===== src/rtl/uart_tx_fifo_drain.sv =====
// rtl/uart_tx_fifo_drain.sv - pops words from a FIFO and serialises them onto a UART TX line
`timescale 1ns/1ps
module uart_tx_fifo_drain #(
  parameter int DATA_WIDTH   = 8,
  parameter int CLKS_PER_BIT = 16,
  parameter int PARITY_EN    = 0,
  parameter int PARITY_ODD   = 0,
  parameter int STOP_BITS    = 1
) (
  input  logic                  clk_i,
  input  logic                  rst_ni,
  input  logic                  enable_i,
  input  logic                  fifo_empty_i,
  input  logic [DATA_WIDTH-1:0] fifo_read_data_i,
  output logic                  fifo_read_o,
  output logic                  tx_o,
  output logic                  busy_o,
  output logic                  byte_done_o
);

  localparam int BAUD_W = $clog2(CLKS_PER_BIT);
  localparam int BIT_W  = $clog2(DATA_WIDTH + 1);
  localparam logic [BAUD_W-1:0] BAUD_LAST = BAUD_W'(CLKS_PER_BIT - 1);
  localparam logic [BIT_W-1:0]  BIT_LAST  = BIT_W'(DATA_WIDTH - 1);

  typedef enum logic [2:0] {
    S_IDLE, S_FETCH, S_LOAD, S_START, S_DATA, S_PARITY, S_STOP
  } state_e;

  state_e                state_q, state_d;
  logic [BAUD_W-1:0]     baud_q, baud_d;
  logic [BIT_W-1:0]      bit_cnt_q, bit_cnt_d;
  logic [DATA_WIDTH-1:0] shift_q, shift_d;
  logic                  parity_q, parity_d;
  logic                  stop_cnt_q, stop_cnt_d;
  logic                  tx_q, tx_d;
  logic                  baud_end, stop_last;

  assign baud_end  = (baud_q == BAUD_LAST);
  // stop_cnt_q marks the second stop bit; with one stop bit every stop bit is the last
  assign stop_last = (STOP_BITS < 2) || stop_cnt_q;

  always_comb begin
    state_d    = state_q;
    shift_d    = shift_q;
    bit_cnt_d  = bit_cnt_q;
    parity_d   = parity_q;
    stop_cnt_d = stop_cnt_q;
    case (state_q)
      S_IDLE:  if (enable_i && !fifo_empty_i) state_d = S_FETCH;
      S_FETCH: state_d = S_LOAD;
      S_LOAD: begin
        shift_d    = fifo_read_data_i;
        bit_cnt_d  = '0;
        stop_cnt_d = 1'b0;
        parity_d   = (^fifo_read_data_i) ^ (PARITY_ODD != 0);
        state_d    = S_START;
      end
      S_START: if (baud_end) state_d = S_DATA;
      S_DATA: begin
        if (baud_end) begin
          shift_d   = shift_q >> 1;
          bit_cnt_d = bit_cnt_q + BIT_W'(1);
          if (bit_cnt_q == BIT_LAST) state_d = (PARITY_EN != 0) ? S_PARITY : S_STOP;
        end
      end
      S_PARITY: if (baud_end) state_d = S_STOP;
      S_STOP: begin
        if (baud_end) begin
          if (stop_last) state_d = S_IDLE;
          else           stop_cnt_d = 1'b1;
        end
      end
      default: state_d = S_IDLE;
    endcase

    if (state_d != state_q) baud_d = '0;
    else if (baud_end)      baud_d = '0;
    else                    baud_d = baud_q + BAUD_W'(1);

    // tx is computed from next state so the registered line changes on the state edge
    case (state_d)
      S_START:  tx_d = 1'b0;
      S_DATA:   tx_d = shift_d[0];
      S_PARITY: tx_d = parity_d;
      default:  tx_d = 1'b1;
    endcase
  end

  always_ff @(posedge clk_i or negedge rst_ni) begin
    if (!rst_ni) begin
      state_q    <= S_IDLE;
      baud_q     <= '0;
      bit_cnt_q  <= '0;
      shift_q    <= '0;
      parity_q   <= 1'b0;
      stop_cnt_q <= 1'b0;
      tx_q       <= 1'b1;
    end else begin
      state_q    <= state_d;
      baud_q     <= baud_d;
      bit_cnt_q  <= bit_cnt_d;
      shift_q    <= shift_d;
      parity_q   <= parity_d;
      stop_cnt_q <= stop_cnt_d;
      tx_q       <= tx_d;
    end
  end

  assign tx_o        = tx_q;
  assign busy_o      = (state_q != S_IDLE);
  assign fifo_read_o = (state_q == S_FETCH);
  assign byte_done_o = (state_q == S_STOP) && baud_end && stop_last;

endmodule


===== config.mk =====
export PLATFORM = sky130hd
export DESIGN_NAME = uart_tx_fifo_drain
export DESIGN_NICKNAME = d
export VERILOG_FILES = /design/src/rtl/uart_tx_fifo_drain.sv
export SDC_FILE = /design/constraint.sdc
export NUM_CORES = 1
export LEC_CHECK = 0
export CAP_MARGIN = 5
export CORE_UTILIZATION = 50
export DETAILED_ROUTE_END_ITERATION = 7
export GPL_TIMING_DRIVEN = 0
export MAX_ROUTING_LAYER = met4
export PLACE_DENSITY = 0.74
export SYNTH_ARGS = -nofsm -noshare
export SYNTH_HDL_FRONTEND = slang
export SYNTH_SLANG_ARGS = --single-unit

===== constraint.sdc =====
create_clock -name clk_i -period 2.3 [get_ports clk_i]
set_input_delay 0.345 -clock clk_i [delete_from_list [all_inputs] [get_ports clk_i]]
set_output_delay 0.345 -clock clk_i [all_outputs]
set_load 0.02 [all_outputs]

## After elaboration in Yosys (flattened, before gate mapping)

Cells that the tools add are included.

| storage, ports and cells | value |
|---|---|
| register bits after elaboration | 21 |
| input bits | 12 |
| output and inout bits | 4 |
| word-level logic and storage cells | 45 |

| operators by class | value |
|---|---|
| add/sub/neg operators | 2 |
| equal/unequal tests | 13 |
| mux-type cells | 15 |
| reduce and logical (&&, ||, !) cells | 8 |

Operators with widths:

| operator | count |
|---|---|
| case mux 3 bit (7 select lines) | 1 |
| 2-to-1 mux 3 bit | 6 |
| case mux 8 bit (2 select lines) | 1 |
| == test 3 bit (second input constant) | 5 |
| 2-to-1 mux 4 bit | 3 |
| == test 3 x 2 -> 1 bit (second input constant) | 3 |
| adder 4 x 1 -> 4 bit (second input constant) | 2 |
| 2-to-1 mux 8 bit | 1 |
| case mux 4 bit (2 select lines) | 1 |
| XOR reduction 8 bit | 1 |
| == test 4 x 3 -> 1 bit (second input constant) | 1 |
| == test 4 bit (second input constant) | 1 |
| == test 3 x 1 -> 1 bit (second input constant) | 1 |
| logical NOT 3 bit | 1 |
| inequality test 3 bit | 1 |
| case mux 1 bit (3 select lines) | 1 |
| nonzero test 3 bit | 1 |
| logical AND 1 bit | 2 |
| inequality test 2 bit (second input constant) | 1 |
| AND reduction 2 bit | 1 |
| nonzero test 2 bit | 1 |
| logical NOT 1 bit | 1 |
| 2-to-1 mux 1 bit | 1 |

## Longest topological paths before layout

| depth | value |
|---|---|
| depth after elaboration | 6 |
| mapped depth | 6 |
| mapped depth without buffers | 6 |

## Least setup slack after synthesis

OpenSTA, ideal clock, no wires.

| timing path | value |
|---|---|
| path type | reg2out |
| start | reg baud_q[0] |
| end | out byte_done_o |
| arrival time | 1,328 ps |
| required time | 1,955 ps |
| setup slack | 627 ps |
| cell stages (with the launch flop) | 5 |
| buffers on the path | 0 |
| cells stage by stage | dfrtp_1 > ha_1 > and3_1 > nand2_1 > nor3_1 |

| between the ends | value |
|---|---|
| word-level cells in the longest chain between the ends | 2 |

Ends and longest elaborated chain:

| element | line | text |
|---|---|---|
| start: declaration | 31 | `logic [BAUD_W-1:0] baud_q, baud_d;` |
| start signal: assignment | 101 | `baud_q <= baud_d;` |
| == test 4 bit | 39 | `assign baud_end = (baud_q == BAUD_LAST);` |
| logical AND 1 bit | 113 | `assign byte_done_o = (state_q == S_STOP) && baud_end && stop_last;` |
| end: declaration | 18 | `output logic byte_done_o` |

Every way passes these cells.

## Worst setup path after layout

| timing path | value |
|---|---|
| start | reg state_q[1] |
| end | out fifo_read_o |

| between the ends | value |
|---|---|
| word-level cells in the longest chain between the ends | 1 |

Ends and longest elaborated chain:

| element | line | text |
|---|---|---|
| start: declaration | 30 | `state_e state_q, state_d;` |
| start signal: assignment | 100 | `state_q <= state_d;` |
| == test 3 x 1 -> 1 bit | 112 | `assign fifo_read_o = (state_q == S_FETCH);` |
| end: declaration | 15 | `output logic fifo_read_o,` |

Every way passes these cells.

==> flow_summary.ini <==
[outcome]
status = complete, no violations

[yosys]
synth_top_cell_by_area = dfrtp_1
async_flop_share_pct = 100.0
ys_seq_area_share_pct = 46.16
synth_nets = 132
synth_top_area_share_pct = 43.86
yosysUniqueCellTypes = 37
syn_inst = 118
syn-mean-instance-area_um2 = 9.670
synth-seq-cells = 21
synth_area_leaders = dfrtp_1 44%, xnor2_1 6.1%, nand2_1 5.6%
synth-edff-count = 0
synth_ff_type = dfrtp_1
syn-cell-area_mm2 = 0.001141
yosys_warnings = 0

[routing]
wl_um = 2070
wirelength_met1_um = 987
routed.top_layer = met4
firstDrtPassIters = 4
drc = 0
final_antenna_net_count = 0
drt_iter0_drc = 9
vias_per_cell = 5.515
post_drt_wl_per_cell_um = 12.70
vias = 899
dr_wl_met2_um = 984
wl_met3_um = 73

[place]
numPortBuffers = 15
dp.cells = 160
globalplace.congestion = 0.8461
pre_cts_ws_ns = 0.2632
dpl.hpwl_um = 1622

[clock_tree]
clock_path_buffers = 2
postCtsSetupRepairBufs = 0
clk_pin_slew_worst_paths_ns = 0.13
cts_inserted_buffers = 3
tritoncts = built
cts_root_buf = clkbuf_4
htreeDepth = 1
hold_buffers = 0
numClockSinks = 21
ctsResizeCount = 2
clk-insertion-delay-late_ns = 0.30

[sta]
finalHoldViolations = 0
finalCriticalPeriod_ns = 2.173
setup_viol = 0
timing.setup.tns_ns = 0
fmax_mhz = 460.1
final_max_slew_viol_count = 0
finalCritPeriodShare_pct = 94.49
worst_slack_ns = 0.1267
skew_ns = 0.01879
worstMarginPinSlew_ns = 0.9165
slew_headroom_pct = 38.71
whs_ns = 0.4658
rsz0062_at_grt = no

[cells_and_area]
antennaDiodeCount = 0
final_layout_size_suffix_gt1_share_pct = 11.03
finalNetCount = 151
synthToLayoutAreaGrowth_pct = 17.98
fin_cells = 163

[setup_path]
crit_path_end_kind = output pin
worstSetupPathType = reg2out
critical_path_arrival_ns = 1.83
cp.required_ns = 1.96
startpoint_type = flip-flop
cp_max_fo = 10

[grt]
grt_overflow_total = 0
grt_max_degree = 22
gr-usage-all-layers_pct = 18.92
grt_pass1_wl_um = 3491
antenna_found_initial = 0
grt_pass1_vias = 797

[floorplanning]
die_area_mm2 = 0.002477
rows = 16
dieHeight_um = 49.77
core_area_mm2 = 0.002062
initial_core_util_pct = 55.34
io_pins = 16
fp.dieW_um = 49.77

[power_and_ir_drop]
peakVddDrop_mv = 0.5865
finalPower_w = 0.001412
leakagePower_nw = 0.5925
powerDensity_mw_per_mm2 = 1048

[min_path]
min_path_type = reg2reg

[run]
drv_cap = 0
-- per-layer routing --
layer | vias to the layer above | global-route usage [%]
met4 | 0 | 4.762
met2 | 15 | 30.18
met5 | - | -
met1 | 434 | 24.30
li1 | 446 | -
met3 | 4 | 4.321
-- Yosys cell counts (2+ instances only) --
master / n
clkbuf_1: 2
a21oi_1: 3
nand2b_1: 3
a221o_1: 2
xor2_1: 3
nor2_1: 9
ha_1: 2
xnor2_1: 8
nand2_1: 17
dfrtp_1: 20
inv_1: 4
buf_2: 4
a22oi_1: 6
nand3_1: 3
o21ai_0: 7
nor3_1: 3
and3_1: 2
-- sequential cells by signal, indices dropped and copies added, names as in the netlist --
name       flops
state_q        3
bit_cnt_q      4
parity_q       1
baud_q         4
tx_o           1
shift_q        8
-- placed cells by master, fill, tap and decap left out, types with 3 or more instances in the layout --
cell type	n
xor2_1	3
nand2_1	17
a22oi_1	6
nor2_1	9
nand3_1	3
o21ai_0	7
xnor2_1	8
clkdlybuf4s50_1	13
buf_2	4
nor3_1	3
clkbuf_4	3
a21oi_1	3
dfrtp_1	20
nand2b_1	3
inv_1	4
-- layout make-up --
class                   count  area, µm²
clock inverters             1      5.005
well taps                  27      33.78
plain buffers               5      23.77
inverters                   4      15.01
multi-input cells          87      571.8
clock buffers               3      22.52
flip-flops and latches     21      526.8
repair buffers             15      147.6
fillers                   179      715.7
-- power breakdown --
| group | internal (W) | switching, W | leakage [nW] |
|---|---|---|---|
| logic | 0.000273 | 0.000370 | 0.316 |
| registers | 0.000513 | 0.0000813 | 0.259 |
| clock network | 0.0000646 | 0.000110 | 0.0177 |
| total | 0.000851 | 0.000561 | 0.593 |
-- logic make-up (layout without fill, tap and decap cells) --
kind of cell / count (synthesis) / count (layout) / share of synthesized area [%]
simple gates: 47 / 47 / 22.48
compound gates: 25 / 25 / 15.13
flops: 21 / 21 / 46.16
xor+xnor: 11 / 11 / 8.444
buf+inv: 10 / 28 / 3.728
fa+ha+maj: 2 / 2 / 2.193
mux: 2 / 2 / 1.864
-- path summary, 6_finish.rpt --
kind | slack [ns] | depth (start not counted) | startpoint | to
max in group asynchronous | 1.18 | 1 | rst_ni | bit_cnt_q[3]$_DFFE_PN0P_
min | 0.47 | 1 | baud_q[0]$_DFF_PN0_ | baud_q[0]$_DFF_PN0_
max | 0.13 | 4 | state_q[1]$_DFF_PN0_ | fifo_read_o
max reg2reg | 0.46 | 6 | state_q[0]$_DFF_PN0_ | tx_o$_DFF_PN1_
min reg2reg | 0.47 | 1 | baud_q[0]$_DFF_PN0_ | baud_q[0]$_DFF_PN0_
min in group asynchronous | 0.54 | 1 | rst_ni | shift_q[7]$_DFFE_PN0P_
-- worst max-delay path, cell delays in order, from the launching register on --
cell and delay [ns]:
dfrtp_1 0.42, buf_2 0.19, inv_1 0.15, and3_1 0.17, clkdlybuf4s50_1 0.60
-- per-stage QoR --
| step | area [µm²] | utilization [%] |
|---|---|---|
| 6_report | 1346 | 65.29 |
| 5_1_grt | 1346 | 65.29 |
| 4_1_cts | 1346 | 65.29 |
| 3_5_place_dp | 1325 | 64.26 |
| 3_3_place_gp | 1325 | 64.26 |
| 2_1_floorplan | 1141 | - |
(Power assumes the default switching activity.)
